<file path="config.mk">
export PLATFORM = sky130hd
export DESIGN_NAME = cdc_vector_event_queue
export DESIGN_NICKNAME = d
export VERILOG_FILES = /design/src/rtl/cdc_vector_event_queue.sv
export SDC_FILE = /design/constraint.sdc
export NUM_CORES = 1
export LEC_CHECK = 0
export BUFFER_PORTS_ARGS = -buffer_cell sky130_fd_sc_hd__buf_4
export CAP_MARGIN = 30
export CORE_UTILIZATION = 60
export CTS_CLUSTER_DIAMETER = 30
export DETAILED_ROUTE_END_ITERATION = 12
export GPL_ROUTABILITY_DRIVEN = 0
export PLACE_DENSITY = 0.8
export REMOVE_ABC_BUFFERS = 1
export SYNTH_ARGS = -nofsm -noshare
export SYNTH_HDL_FRONTEND = slang
export SYNTH_SLANG_ARGS = --single-unit
</file>
<file path="constraint.sdc">
create_clock -name clk -period 8.1 [get_ports clk]
set_input_delay 1.62 -clock clk [delete_from_list [all_inputs] [get_ports clk]]
set_output_delay 1.62 -clock clk [all_outputs]
set_load 0.03 [all_outputs]
</file>
<file path="src/rtl/cdc_vector_event_queue.sv">
// Stability filter for a CDC-delivered vector. Each settled change is queued as an event
// holding the new value plus rise/fall masks, and the consumer takes events over valid/ready.
module cdc_vector_event_queue #(
    parameter int DATA_WIDTH    = 8,
    parameter int STABLE_CYCLES = 4,
    parameter int DEPTH         = 4
) (
    input  logic                         clk,
    input  logic                         reset,
    input  logic [DATA_WIDTH-1:0]        data_in,
    output logic [DATA_WIDTH-1:0]        cur_value,
    output logic                         evt_valid,
    input  logic                         evt_ready,
    output logic [DATA_WIDTH-1:0]        evt_data,
    output logic [DATA_WIDTH-1:0]        evt_rise,
    output logic [DATA_WIDTH-1:0]        evt_fall,
    output logic [$clog2(DEPTH+1)-1:0]   evt_count,
    output logic                         overflow,
    input  logic                         clear_overflow
);

    localparam int CNT_W    = (STABLE_CYCLES > 1) ? $clog2(STABLE_CYCLES) : 1;
    localparam int PTR_W    = $clog2(DEPTH);
    localparam int CNT_BITS = $clog2(DEPTH + 1);
    localparam logic [CNT_W-1:0]    CNT_MAX  = CNT_W'(STABLE_CYCLES - 1);
    localparam logic [CNT_BITS-1:0] FULL_CNT = CNT_BITS'(DEPTH);

    logic [DATA_WIDTH-1:0] cand_q, cand_d;
    logic [CNT_W-1:0]      cnt_q, cnt_d;
    logic [DATA_WIDTH-1:0] cur_q, cur_d;
    logic [PTR_W-1:0]      wr_ptr_q, wr_ptr_d, rd_ptr_q, rd_ptr_d;
    logic [CNT_BITS-1:0]   count_q, count_d;
    logic                  ovf_q, ovf_d;
    logic [DATA_WIDTH-1:0] data_mem_q [DEPTH];
    logic [DATA_WIDTH-1:0] rise_mem_q [DEPTH];
    logic [DATA_WIDTH-1:0] fall_mem_q [DEPTH];

    logic commit, full, empty, push, pop;

    assign commit = (data_in == cand_q) && (cnt_q == CNT_MAX) && (cand_q != cur_q);
    assign full   = (count_q == FULL_CNT);
    assign empty  = (count_q == '0);
    assign pop    = !empty && evt_ready;
    // A pop in the same cycle frees the slot, so a commit into a full FIFO still lands.
    assign push   = commit && (!full || pop);

    always_comb begin
        cand_d   = cand_q;
        cnt_d    = cnt_q;
        cur_d    = cur_q;
        wr_ptr_d = wr_ptr_q;
        rd_ptr_d = rd_ptr_q;
        count_d  = count_q;
        ovf_d    = ovf_q;

        if (data_in != cand_q) begin
            cand_d = data_in;
            cnt_d  = '0;
        end else if (cnt_q < CNT_MAX) begin
            cnt_d = cnt_q + 1'b1;
        end

        if (commit) cur_d = cand_q;
        if (push)   wr_ptr_d = wr_ptr_q + 1'b1;
        if (pop)    rd_ptr_d = rd_ptr_q + 1'b1;

        case ({push, pop})
            2'b10:   count_d = count_q + 1'b1;
            2'b01:   count_d = count_q - 1'b1;
            default: count_d = count_q;
        endcase

        if (commit && full && !pop) ovf_d = 1'b1;
        else if (clear_overflow)    ovf_d = 1'b0;
    end

    always_ff @(posedge clk or posedge reset) begin
        if (reset) begin
            cand_q   <= '0;
            cnt_q    <= '0;
            cur_q    <= '0;
            wr_ptr_q <= '0;
            rd_ptr_q <= '0;
            count_q  <= '0;
            ovf_q    <= 1'b0;
            for (int i = 0; i < DEPTH; i++) begin
                data_mem_q[i] <= '0;
                rise_mem_q[i] <= '0;
                fall_mem_q[i] <= '0;
            end
        end else begin
            cand_q   <= cand_d;
            cnt_q    <= cnt_d;
            cur_q    <= cur_d;
            wr_ptr_q <= wr_ptr_d;
            rd_ptr_q <= rd_ptr_d;
            count_q  <= count_d;
            ovf_q    <= ovf_d;
            if (push) begin
                data_mem_q[wr_ptr_q] <= cand_q;
                rise_mem_q[wr_ptr_q] <= cand_q & ~cur_q;
                fall_mem_q[wr_ptr_q] <= ~cand_q & cur_q;
            end
        end
    end

    assign cur_value = cur_q;
    assign evt_valid = !empty;
    assign evt_data  = data_mem_q[rd_ptr_q];
    assign evt_rise  = rise_mem_q[rd_ptr_q];
    assign evt_fall  = fall_mem_q[rd_ptr_q];
    assign evt_count = count_q;
    assign overflow  = ovf_q;

endmodule

</file>
# After elaboration in Yosys (flattened, before gate mapping)
# Cells that the tools add are included.
# word_totals
register_bits,122
inputBits,12
output_inout_bits,37
wordCells,75
# classes
n_addsub,5
n_lt_le_gt_ge,4
n_eq_ne,7
n_mux,19
bitwise,6
reduce_logical,15
# ops
operator,count
32-bit bitwise mux,3
8-bit two-way mux,7
8-bit binary-select mux with 2-bit select,3
8-bit bitwise AND,2
8-bit demux with 2-bit select,1
8-bit inequality test,2
8-bit inverter,2
8-bit == test,1
1-bit logical AND,7
"2-bit by 1-bit adder with 2-bit output, second input constant",3
"3-bit greater-or-equal comparator, second input constant",2
2-bit inverter with 3-bit output,2
3-bit case mux with 2 select lines,1
2-bit nonzero test,3
"2-bit == test, second input constant",2
2-bit two-way mux,2
"3-bit by 1-bit adder with 3-bit output, second input constant",1
"3-bit == test, second input constant",1
1-bit logical NOT,3
3-bit logical NOT,1
"3-bit by 1-bit less-than comparator with 1-bit output, second input constant",1
"3-bit by 1-bit subtractor with 3-bit output, second input constant",1
"2-bit by 1-bit == test with 1-bit output, second input constant",1
"2-bit less-than comparator, second input constant",1
2 further kinds,3

# Depth between registers and ports, before layout
# Gate-level depths: netlist of run 1.
# logic_depth
word_depth,7
mapped_depth,12
mapped_depth_nobuf,10

# Least setup slack after synthesis of run 1
# OpenSTA, ideal clock, no wires.
# synth_timing
kind,input to register
startpoint,input data_in[6]
endpoint,register count_q[2] (netlist: evt_count[2])
setup_ns,0.135
arrival_time_ns,3.663
required_ns,7.965
slack_ns,4.302
stages,10
n_path_buf,2
cell_sequence,xnor2_1 > nand4_1 > nor3_4 > buf_2 > buf_2 > nor2_1 > fa_1 > or2_2 > a2bb2oi_1 > xnor2_1
# synth_between
elab_chain_cells,6
word_cells_on_any_way,8
cone_classes,eq/ne: 3; mux: 1; reduce/logical: 4
# synth_lines
item,line_no,source
"start, declared",10,"input logic [DATA_WIDTH-1:0] data_in,"
8-bit == test (*),40,assign commit = (data_in == cand_q) && (cnt_q == CNT_MAX) && (cand_q != cur_q);
1-bit logical AND (*) (2 in series),40,
1-bit logical AND (*),45,assign push = commit && (!full || pop);
2-bit by 1-bit == test with 1-bit output or 2-bit == test (tied branches),67,"case ({push, pop})"
3-bit case mux with 2 select lines or 2-bit nonzero test (tied branches),-,
"end signal, assigned",97,count_q <= count_d;
"end, declared",32,"logic [CNT_BITS-1:0] count_q, count_d;"
# Every way passes the cells marked *; elsewhere a longest branch is shown, timed or not.
# A chain may end at the register's enable or synchronous reset.

# Worst setup path after layout of run 1
# layout_timing
startpoint,register rd_ptr_q[0]
endpoint,output evt_fall[6]
# layout_between
elab_chain_cells,4
# layout_lines
item,line_no,source
"start, declared",31,"logic [PTR_W-1:0] wr_ptr_q, wr_ptr_d, rd_ptr_q, rd_ptr_d;"
"start signal, assigned",96,rd_ptr_q <= rd_ptr_d;
2-bit inverter with 3-bit output (not written as such),111,assign evt_fall = fall_mem_q[rd_ptr_q];
8-bit binary-select mux with 2-bit select,111,
8-bit two-way mux (not written as such) (2 in series),111,
"end, declared",16,"output logic [DATA_WIDTH-1:0] evt_fall,"
# Every way passes these cells. The select of a mux whose other input is x is not followed.

==> results of run 1 <==
[cell usage in the layout (no fill, tap or decap), drive strengths merged, types with 2 or more instances in the layout]
| cell | count |
|---|---|
| nand2 | 10 |
| inv | 20 |
| buf | 52 |
| nor2 | 3 |
| mux2 | 98 |
| xnor2 | 13 |
| clkbuf | 20 |
| o21ai | 9 |
| nand3 | 5 |
| dfrtp | 122 |
| bufinv | 6 |
| or2 | 2 |
| nand4 | 4 |
| ha | 21 |
| mux4 | 24 |
| clkinv | 5 |
[area by class of cell]
cell class | count | share of cell area [%]
Multi-Input combinational cell | 200 | 34.8
Clock buffer | 20 | 6.56
Timing Repair Buffer | 52 | 6.18
Clock inverter | 12 | 3.32
Sequential cell | 122 | 46.0
Tap cell | 108 | 2.03
Inverter | 20 | 1.17
[worst max-delay path, cell delays in order, from the launching register on]
cell and delay, ns:
dfrtp_1 0.96, buf_4 0.40, mux4_2 0.55, buf_4 0.18
[through the flow]
step / power (mW) / std cells / utilization (%) / hold WS [ns] / cell area (um2)
after CTS: 1.72 / 533 / 74.4 / 0.502 / 6610
after global routing: 1.77 / 534 / 74.7 / 0.510 / 6640
after floorplan: 0.815 / 342 / - / 0.474 / 5440
after global placement: 0.888 / 501 / 67.0 / 0.482 / 5960
final: 1.70 / 534 / 74.7 / 0.500 / 6640
after detailed placement: 0.893 / 501 / 67.0 / 0.490 / 5960
[logic make-up after synthesis]
group | Yosys count | share of synthesized area, %
AO/OA/AOI/OAI | 13 | 1.43
adder cells (fa/ha/maj) | 22 | 5.05
AND/OR/NAND/NOR | 28 | 3.04
flip-flops | 122 | 54.5
XOR/XNOR | 14 | 2.19
buffers and inverters | 45 | 4.20
multiplexers | 123 | 29.5
[final timing paths]
check                          startpoint              to  slack, ns  cells past startpoint
setup / recovery              rd_ptr_q[0]     evt_fall[6]       3.87                      3
hold / removal             rise_mem_q[31]  rise_mem_q[31]       0.50                      1
setup reg to reg                cand_q[4]  data_mem_q[11]       4.74                      6
hold reg to reg            rise_mem_q[31]  rise_mem_q[31]       0.50                      1
max in group asynchronous           reset    evt_count[1]       5.95                      4
min in group asynchronous           reset  rise_mem_q[29]       1.16                      2
[routing by layer]
metal / wire [um] / track usage, % / part of all wire [%] / up-vias
met3: 185 / 4.61 / 1.8 / 20
met4: 203 / 10.6 / 2.0 / 0
met1: 4610 / 31.8 / 44 / 1636
met5: 0 / 0 / 0 / -
li1: - / - / - / 1406
met2: 5410 / 40.1 / 52 / 49
[flip-flops by register name (all words and copies together) (netlist names)]
signal	cells
overflow	1
fall_mem_q	32
data_mem_q	32
rd_ptr_q	2
cand_q	8
cur_value	8
wr_ptr_q	2
rise_mem_q	32
cnt_q	2
evt_count	3
[power breakdown]
group / switching (mW) / total, mW / internal (mW)
Sequential: 0.0427 / 0.668 / 0.625
Combinational: 0.111 / 0.209 / 0.0980
Clock: 0.258 / 0.827 / 0.569
Total: 0.412 / 1.70 / 1.29
==> impl_metrics.tcl, run 1 <==
set metrics [dict create \
    status "completed" \
    multi_input_area_um2 2310 \
    grt_pass1_wl_mm 17.6 \
    ys_ff_latch 122 \
    netlist_instances 367 \
    drv_slew 0 \
    synth_top_cell_area_share_pct 54.5 \
    grt_overflow 0 \
    grt_start_max_net_pins 83 \
    relSlewSlack_pct 36.9 \
    port_buffers 48 \
    synthFlopType "dfrtp_1" \
    drc_errors 0 \
    nFillCells 555 \
    avgRoutedWirePerCell_um 19.5 \
    clk_pin_slew_ns 0.05 \
    worst_ep_arrival_time_ns 2.61 \
    cts_root_buffer "clkbuf_8" \
    path_max_fanout 16 \
    syn_area_per_cell_um2 15.3 \
    ys_top_cells_by_area "dfrtp_1 55%, mux2_2 20%, mux4_2 9.7%, ha_1 4.7%, xnor2_1 2.0%" \
    cts_buffer_depth 2 \
    synth_edf_count 0 \
    drt_wl_total_mm 10.4 \
    yosysMostFrequentCell "dfrtp_1" \
    worstPathRequired_ns 6.48 \
    synth_top_area_cell "dfrtp_1" \
    num_antenna_cells 0 \
    path_class "flip-flop to output pin" \
    fin_crit_ns 4.23 \
    regArea_um2 3050 \
    ant_nets 0 \
    rows 34 \
    cts_tree "done" \
    cts.sinks 122 \
    firstDrtPassIters 4 \
    max_freq_mhz 236 \
    synth_common_cells "122 x dfrtp_1, 98 x mux2_2, 24 x mux4_2, 21 x ha_1, 20 x inv_1" \
    die_h_um 98.6 \
    drive_gt1_share_pct 50.2 \
    die_width_um 98.6 \
    numCtsBuffers 17 \
    finalSetupViolations 0 \
    ctsResizeCount 0 \
    nNetsFinal 447 \
    post_cts_buffers 0 \
    skew_ns 0.00721 \
    synth_cell_types 28 \
    yosysWarnings 0 \
    finalCritPeriodShare_pct 52.3 \
    area_growth_pct 18.6 \
    max_cap_viol_count 0 \
    finalWorstSetupSlack_ns 3.87 \
    core-area_um2 8890 \
    worst_pin_slew_ns 0.946 \
    vias 3111 \
    critPathLaunchType "flip-flop" \
    end_kind "output pin" \
    start_util_pct 63.0 \
    drt-initial-drc-count 157 \
    power_density_nw_per_um2 257 \
    die_area_um2 9720 \
    grt_usage_pct 24.3 \
    syn_area_um2 5600 \
    hold_buffers 0 \
    async_flop_share_pct 100 \
    viasPerCell 5.83 \
    io_pins 49 \
    pre_cts_ws_ns 3.58 \
    hold_path.class "flip-flop to flip-flop" \
    dp_hpwl_mm 6.42 \
    vdd_drop_max_uv 174 \
    h-tree-depth 4 \
    grt_pass1_vias 3385 \
    synth-seq-area-share_pct 54.5 \
    grt_setup_unrepaired "false" \
    worstSkewPairLatency_ns 0.50 \
    p_leak_nw 3.37 \
    setup_tns_ns 0 \
    hold_viol_final 0 \
    antenna_found_initial 0 \
]
No activity file was read; power rests on OpenSTA's default activity.
==> run 2: changes to the inputs <==
--- a/config.mk
+++ b/config.mk
@@ -5,13 +5,14 @@
 export SDC_FILE = /design/constraint.sdc
 export NUM_CORES = 1
 export LEC_CHECK = 0
+export ABC_AREA = 1
 export BUFFER_PORTS_ARGS = -buffer_cell sky130_fd_sc_hd__buf_4
 export CAP_MARGIN = 30
-export CORE_UTILIZATION = 60
+export CORE_UTILIZATION = 54
 export CTS_CLUSTER_DIAMETER = 30
 export DETAILED_ROUTE_END_ITERATION = 12
 export GPL_ROUTABILITY_DRIVEN = 0
-export PLACE_DENSITY = 0.8
+export PLACE_DENSITY = 0.76
 export REMOVE_ABC_BUFFERS = 1
 export SYNTH_ARGS = -nofsm -noshare
 export SYNTH_HDL_FRONTEND = slang
==> constraint.sdc (replaced) <==
create_clock -name clk -period 3.6 [get_ports clk]
set_input_delay 0.72 -clock clk [delete_from_list [all_inputs] [get_ports clk]]
set_output_delay 0.72 -clock clk [all_outputs]
set_load 0.03 [all_outputs]
==> impl_metrics.tcl, run 2 <==
set metrics [dict create \
    reg.largest.list "data_mem_q (32), fall_mem_q (32), rise_mem_q (32)" \
    post_cts_buffers 0 \
    fin_cells 830 \
    skew_ns 0.00736 \
    grt_pass1_vias 4666 \
    yosysWarnings 0 \
    synth_common_cells "147 x nand2_1, 122 x dfrtp_1, 72 x o21ai_1, 69 x o21ai_0, 58 x nor2_1" \
    io_pins 49 \
    h-tree-depth 4 \
    cpPeakStageDelay_ns 0.45 \
    crit_buf_inv 3 \
    min_to "cand_q[5]" \
    rrSetupSlack_ns 0.90 \
    worst_pin_slew_ns 0.938 \
    area_growth_pct 17.2 \
    cts.sinks 122 \
    ys_top_cells_by_area "dfrtp_1 54%, nand2_1 9.7%, o21ai_1 6.3%, o21ai_0 6.1%, ha_1 4.6%" \
    power_density_nw_per_um2 732 \
    start_util_pct 55.5 \
    yosysMostFrequentCell "nand2_1" \
    nFillCells 819 \
    clock_power_share_pct 37.2 \
    finalCritPeriodShare_pct 85.2 \
    pre_cts_ws_ns 0.833 \
    path_class "flip-flop to output pin" \
    antenna_found_initial 0 \
    max_cap_viol_count 0 \
    worstPathRequired_ns 2.88 \
    finalWorstSetupSlack_ns 0.532 \
    async_flop_share_pct 100 \
    switchingPower_mw 1.72 \
    syn_area_per_cell_um2 8.77 \
    synthFlopType "dfrtp_1" \
    swShare_pct 35.2 \
    synth_cell_types 24 \
    cpLargestDelayFamily "buffers and inverters" \
    die_area_um2 11000 \
    drive_gt1_share_pct 16.1 \
    die_width_um 105 \
    drt_wl_total_mm 13.3 \
    viasPerCell 5.54 \
    cp_cell_sequence "inv_1 -> buf_4 -> o21ai_0 -> o22ai_1 -> buf_4" \
    hold_buffers 0 \
    synth_edf_count 0 \
    end_kind "output pin" \
    worst_ep_arrival_time_ns 2.35 \
    synth-seq-area-share_pct 53.6 \
    grt_start_max_net_pins 67 \
    ys_ff_latch 122 \
    critPathLaunchType "flip-flop" \
    drv_slew 0 \
    grt_pass1_wl_mm 22.4 \
    worst_r2r_path_depth 10 \
    drc_errors 0 \
    num_antenna_cells 0 \
    vdd_drop_max_uv 536 \
    synth_top_cell_area_share_pct 53.6 \
    core-area_um2 10300 \
    rows 37 \
    drt-initial-drc-count 265 \
    grt_usage_pct 26.3 \
    ctsResizeCount 0 \
    ant_nets 0 \
    comb_power_share_pct 33.3 \
    hp-start "data_in[5]" \
    path_max_fanout 35 \
    nNetsFinal 716 \
    cts_buffer_depth 2 \
    slowest_stage "buf_4" \
    place_inst 799 \
    p_int_mw 3.17 \
    status "completed" \
    cts_root_buffer "clkbuf_8" \
    synth_top_area_cell "dfrtp_1" \
    hold-path-cell-count 1 \
    worst_path_most_repeated_cell "buf_4" \
    pwr-share-seq_pct 29.5 \
    die_h_um 105 \
    avgRoutedWirePerCell_um 16.0 \
    r2r-end "rise_mem_q[30]" \
    firstDrtPassIters 6 \
    syn_area_um2 5700 \
    final_common_cell "nand2_1" \
    rr_startpoint "cur_value[5]" \
    hold_path.class "input port to flip-flop" \
    finalSetupViolations 0 \
    numCtsBuffers 17 \
    port_buffers 48 \
    max_freq_mhz 326 \
    final_cell_mix "147 x nand2_1, 122 x dfrtp_1, 72 x o21ai_1" \
    p_leak_nw 3.27 \
    vias 4598 \
    grt_overflow 0 \
    clk_pin_slew_ns 0.06 \
    dp_hpwl_mm 7.99 \
    worstSkewPairLatency_ns 0.52 \
    netlist_instances 650 \
    hold_viol_final 0 \
    relSlewSlack_pct 37.2 \
    grt_setup_unrepaired "false" \
    fin_crit_ns 3.07 \
    cts_tree "done" \
]
[run 2: cell types whose count changed in the layout (fill, tap and decap cells not counted), sizes merged, moves of 4 or more]
| cell | change |
|---|---|
| buf | +4 |
| inv | +41 |
| mux2 | -98 |
| mux4 | -24 |
| nand2 | +142 |
| nor2 | +57 |
| o21ai | +144 |
| o22ai | +25 |
| xnor2 | -13 |
[run 2: area by class of cell]
class	count	area, um2	area share [%]
tap	136	170	2.55
clock buffer	23	467	6.98
sequential	122	3050	45.7
clock inverter	8	165	2.47
timing repair buffer	56	433	6.48
inverter	61	231	3.46
multi-input combinational	424	2160	32.4
[run 2: routing by layer]
layer	global-route usage, %	share of wire [%]	vias up
li1	-	-	2174
met1	32.6	41	2232
met2	45.5	51	163
met3	4.99	5.8	29
met4	10.3	1.8	0
met5	0	0	-
[run 2: worst max path at each step]
| stage | from | endpoint | slack [ns] | depth (start not counted) |
|---|---|---|---|---|
| after floorplan | reset | cand_q[0] | -0.36 | 1 |
| after global placement | data_in[5] | rise_mem_q[30] | 0.90 | 11 |
| after detailed placement | data_in[5] | rise_mem_q[25] | 0.83 | 11 |
| after CTS | rd_ptr_q[0] | evt_data[6] | 0.54 | 5 |
| after global routing | rd_ptr_q[0] | evt_rise[5] | 0.41 | 5 |
| final | rd_ptr_q[0] | evt_data[6] | 0.53 | 5 |
[run 2: logic make-up (layout without fill, tap and decap cells)]
group                      count (synthesis)  after routing  share of synthesized area [%]
xor gates and xnor gates                   4              4                          0.615
DFF                                      122            122                           53.6
and+or+nand+nor                          219            219                           15.3
buffers and inverters                    104            148                           8.49
adders and majority gates                 22             22                           4.96
AOI/OAI and AO/OA                        179            179                           17.1
[run 2: power by group through the flow]
stage	Clock (mW)	Combinational (mW)	Sequential (mW)
2_1_floorplan	0	0.934	1.56
3_3_place_gp	0	1.59	1.46
3_5_place_dp	0	1.61	1.47
4_1_cts	1.84	1.62	1.44
5_1_grt	1.89	1.75	1.45
6_report	1.82	1.63	1.44
[run 2: worst register-to-register path: stages, from the launching register on]
cell	delay, ns
dfrtp_1	0.39
inv_1	0.08
ha_1	0.29
nand2_1	0.06
nor2_1	0.06
a21oi_1	0.30
nand2_4	0.21
nor2_8	0.20
nand2_2	0.54
nand2_1	0.33
o21ai_2	0.08
[run 2: through the flow]
stage | setup TNS (ns) | hold slack (ns) | util (%) | total power, mW | cell area [um2]
after floorplan | -44.23 | 0.448 | - | 2.49 | 5450
after global placement | 0 | 0.461 | 58.9 | 3.05 | 6050
after detailed placement | 0 | 0.463 | 58.9 | 3.07 | 6050
after CTS | 0 | 0.300 | 65.0 | 4.90 | 6680
after global routing | 0 | 0.306 | 65.0 | 5.09 | 6680
final | 0 | 0.321 | 65.0 | 4.89 | 6680
==> run 3: changes to the inputs <==
--- a/config.mk
+++ b/config.mk
@@ -8,6 +8,7 @@
 export ABC_AREA = 1
 export BUFFER_PORTS_ARGS = -buffer_cell sky130_fd_sc_hd__buf_4
 export CAP_MARGIN = 30
+export CORE_ASPECT_RATIO = 1.25
 export CORE_UTILIZATION = 54
 export CTS_CLUSTER_DIAMETER = 30
 export DETAILED_ROUTE_END_ITERATION = 12
==> impl_metrics.tcl, run 3 (synthesis gave the netlist of run 2 again) <==
set metrics [dict create \
    ant_nets 0 \
    fin_cells 826 \
    grt_start_max_net_pins 60 \
    finalSetupViolations 0 \
    num_antenna_cells 0 \
    place_inst 798 \
    drt-initial-drc-count 379 \
    dp_hpwl_mm 7.93 \
    fin_hold_ws_ns 0.441 \
    grt_pass1_wl_mm 21.1 \
    hold_buffers 0 \
    antenna_found_initial 0 \
    worst_pin_slew_ns 0.734 \
    viasPerCell 5.41 \
    hold-path-cell-count 1 \
    die_h_um 117 \
    path_max_fanout 19 \
    die_area_um2 11000 \
    critPathLaunchType "flip-flop" \
    fin_util_pct 64.7 \
    vias 4467 \
    drive_gt1_share_pct 16.4 \
    finalCritPeriodShare_pct 80.2 \
    worst_r2r_path_depth 15 \
    final_common_cell "nand2_1" \
    reg.largest.list "data_mem_q (32), fall_mem_q (32), rise_mem_q (32)" \
    avgRoutedWirePerCell_um 15.5 \
    nNetsFinal 722 \
    setup_tns_ns 0 \
    vdd_drop_max_uv 417 \
    final_cell_mix "147 x nand2_1, 122 x dfrtp_1, 72 x o21ai_1" \
    grt_usage_pct 25.4 \
    end_kind "output pin" \
    power_density_nw_per_um2 691 \
    p_leak_nw 3.23 \
    skew_ns 0.00933 \
    drt_wl_total_mm 12.8 \
    die_width_um 93.9 \
    ctsResizeCount 0 \
    finalPower_mw 4.55 \
    grt_overflow 0 \
    min_to "cand_q[0]" \
    drc_errors 0 \
    hold_path.class "input port to flip-flop" \
    grt_pass1_vias 4382 \
    r2r-end "evt_count[2]" \
    grt_setup_unrepaired "false" \
    rr_startpoint "cur_value[4]" \
    worstPathRequired_ns 2.88 \
    numCtsBuffers 17 \
    cts.sinks 122 \
    cts_root_buffer "clkbuf_16" \
    max_freq_mhz 347 \
    start_util_pct 56.1 \
    cts_buffer_depth 2 \
    rows 41 \
    max_cap_viol_count 0 \
    worstSkewPairLatency_ns 0.41 \
    cts_tree "done" \
    core-area_um2 10200 \
    status "completed" \
    hold_viol_final 0 \
    drv_slew 0 \
    path_class "flip-flop to output pin" \
    relSlewSlack_pct 51.0 \
    fin_crit_ns 2.89 \
    hp-start "data_in[0]" \
    io_pins 49 \
    firstDrtPassIters 5 \
    rrSetupSlack_ns 1.14 \
    port_buffers 48 \
    worst_ep_arrival_time_ns 2.17 \
    h-tree-depth 4 \
    post_cts_buffers 0 \
    clk_pin_slew_ns 0.05 \
    area_growth_pct 15.4 \
]
[run 3: cell types whose count changed in the layout (fill, tap and decap cells not counted), sizes merged]
cell / before / now
buf: 56 / 62
bufinv: 5 / 0
clkbuf: 23 / 24
clkinv: 3 / 4
[run 3: worst max path at each step]
stage	startpoint	endpoint	slack, ns	cells after the start
global route	rd_ptr_q[0]	evt_fall[6]	0.64	4
detailed placement	data_in[6]	evt_count[2]	0.99	16
finish	rd_ptr_q[0]	evt_fall[6]	0.71	4
CTS	rd_ptr_q[0]	evt_fall[6]	0.70	4
floorplan	reset	cand_q[0]	-0.36	1
global placement	data_in[0]	evt_count[2]	1.08	16
[run 3: worst max-delay path, cell delays in order, from the launching register on]
cell and delay (ns):
dfrtp_1 0.77, buf_4 0.33, o21ai_0 0.13, o22ai_1 0.29, buf_4 0.22
[run 3: metal layers]
metal / routed length [um] / share of wire [%] / up-vias / track usage, %
met1: 5440 / 43 / 2125 / 31.6
li1: - / - / 2175 / -
met3: 614 / 4.8 / 24 / 4.59
met5: 0 / 0 / - / 0
met2: 6480 / 51 / 143 / 43.7
met4: 264 / 2.1 / 0 / 11.1
[run 3: area by class of cell]
class,instances,area (um2)
clock inverters,4,20.0
inverters,61,231
fillers,860,3580
repair buffers,62,465
multi-input cells,424,2160
clock buffers,24,482
flip-flops and latches,122,3050
well taps,129,161
[run 3: through the flow]
| step | setup slack [ns] | instance area (um2) |
|---|---|---|
| after floorplan | -0.363 | 5450 |
| after global placement | 1.08 | 6070 |
| after detailed placement | 0.994 | 6070 |
| after CTS | 0.696 | 6580 |
| after global routing | 0.641 | 6580 |
| final | 0.714 | 6580 |
[run 3: power by group]
| part | switching, mW | total (mW) | internal (mW) |
|---|---|---|---|
| Clock | 0.545 | 1.46 | 0.911 |
| Combinational | 1.07 | 1.61 | 0.545 |
| Sequential | 0.0681 | 1.48 | 1.41 |
| Total | 1.68 | 4.55 | 2.86 |
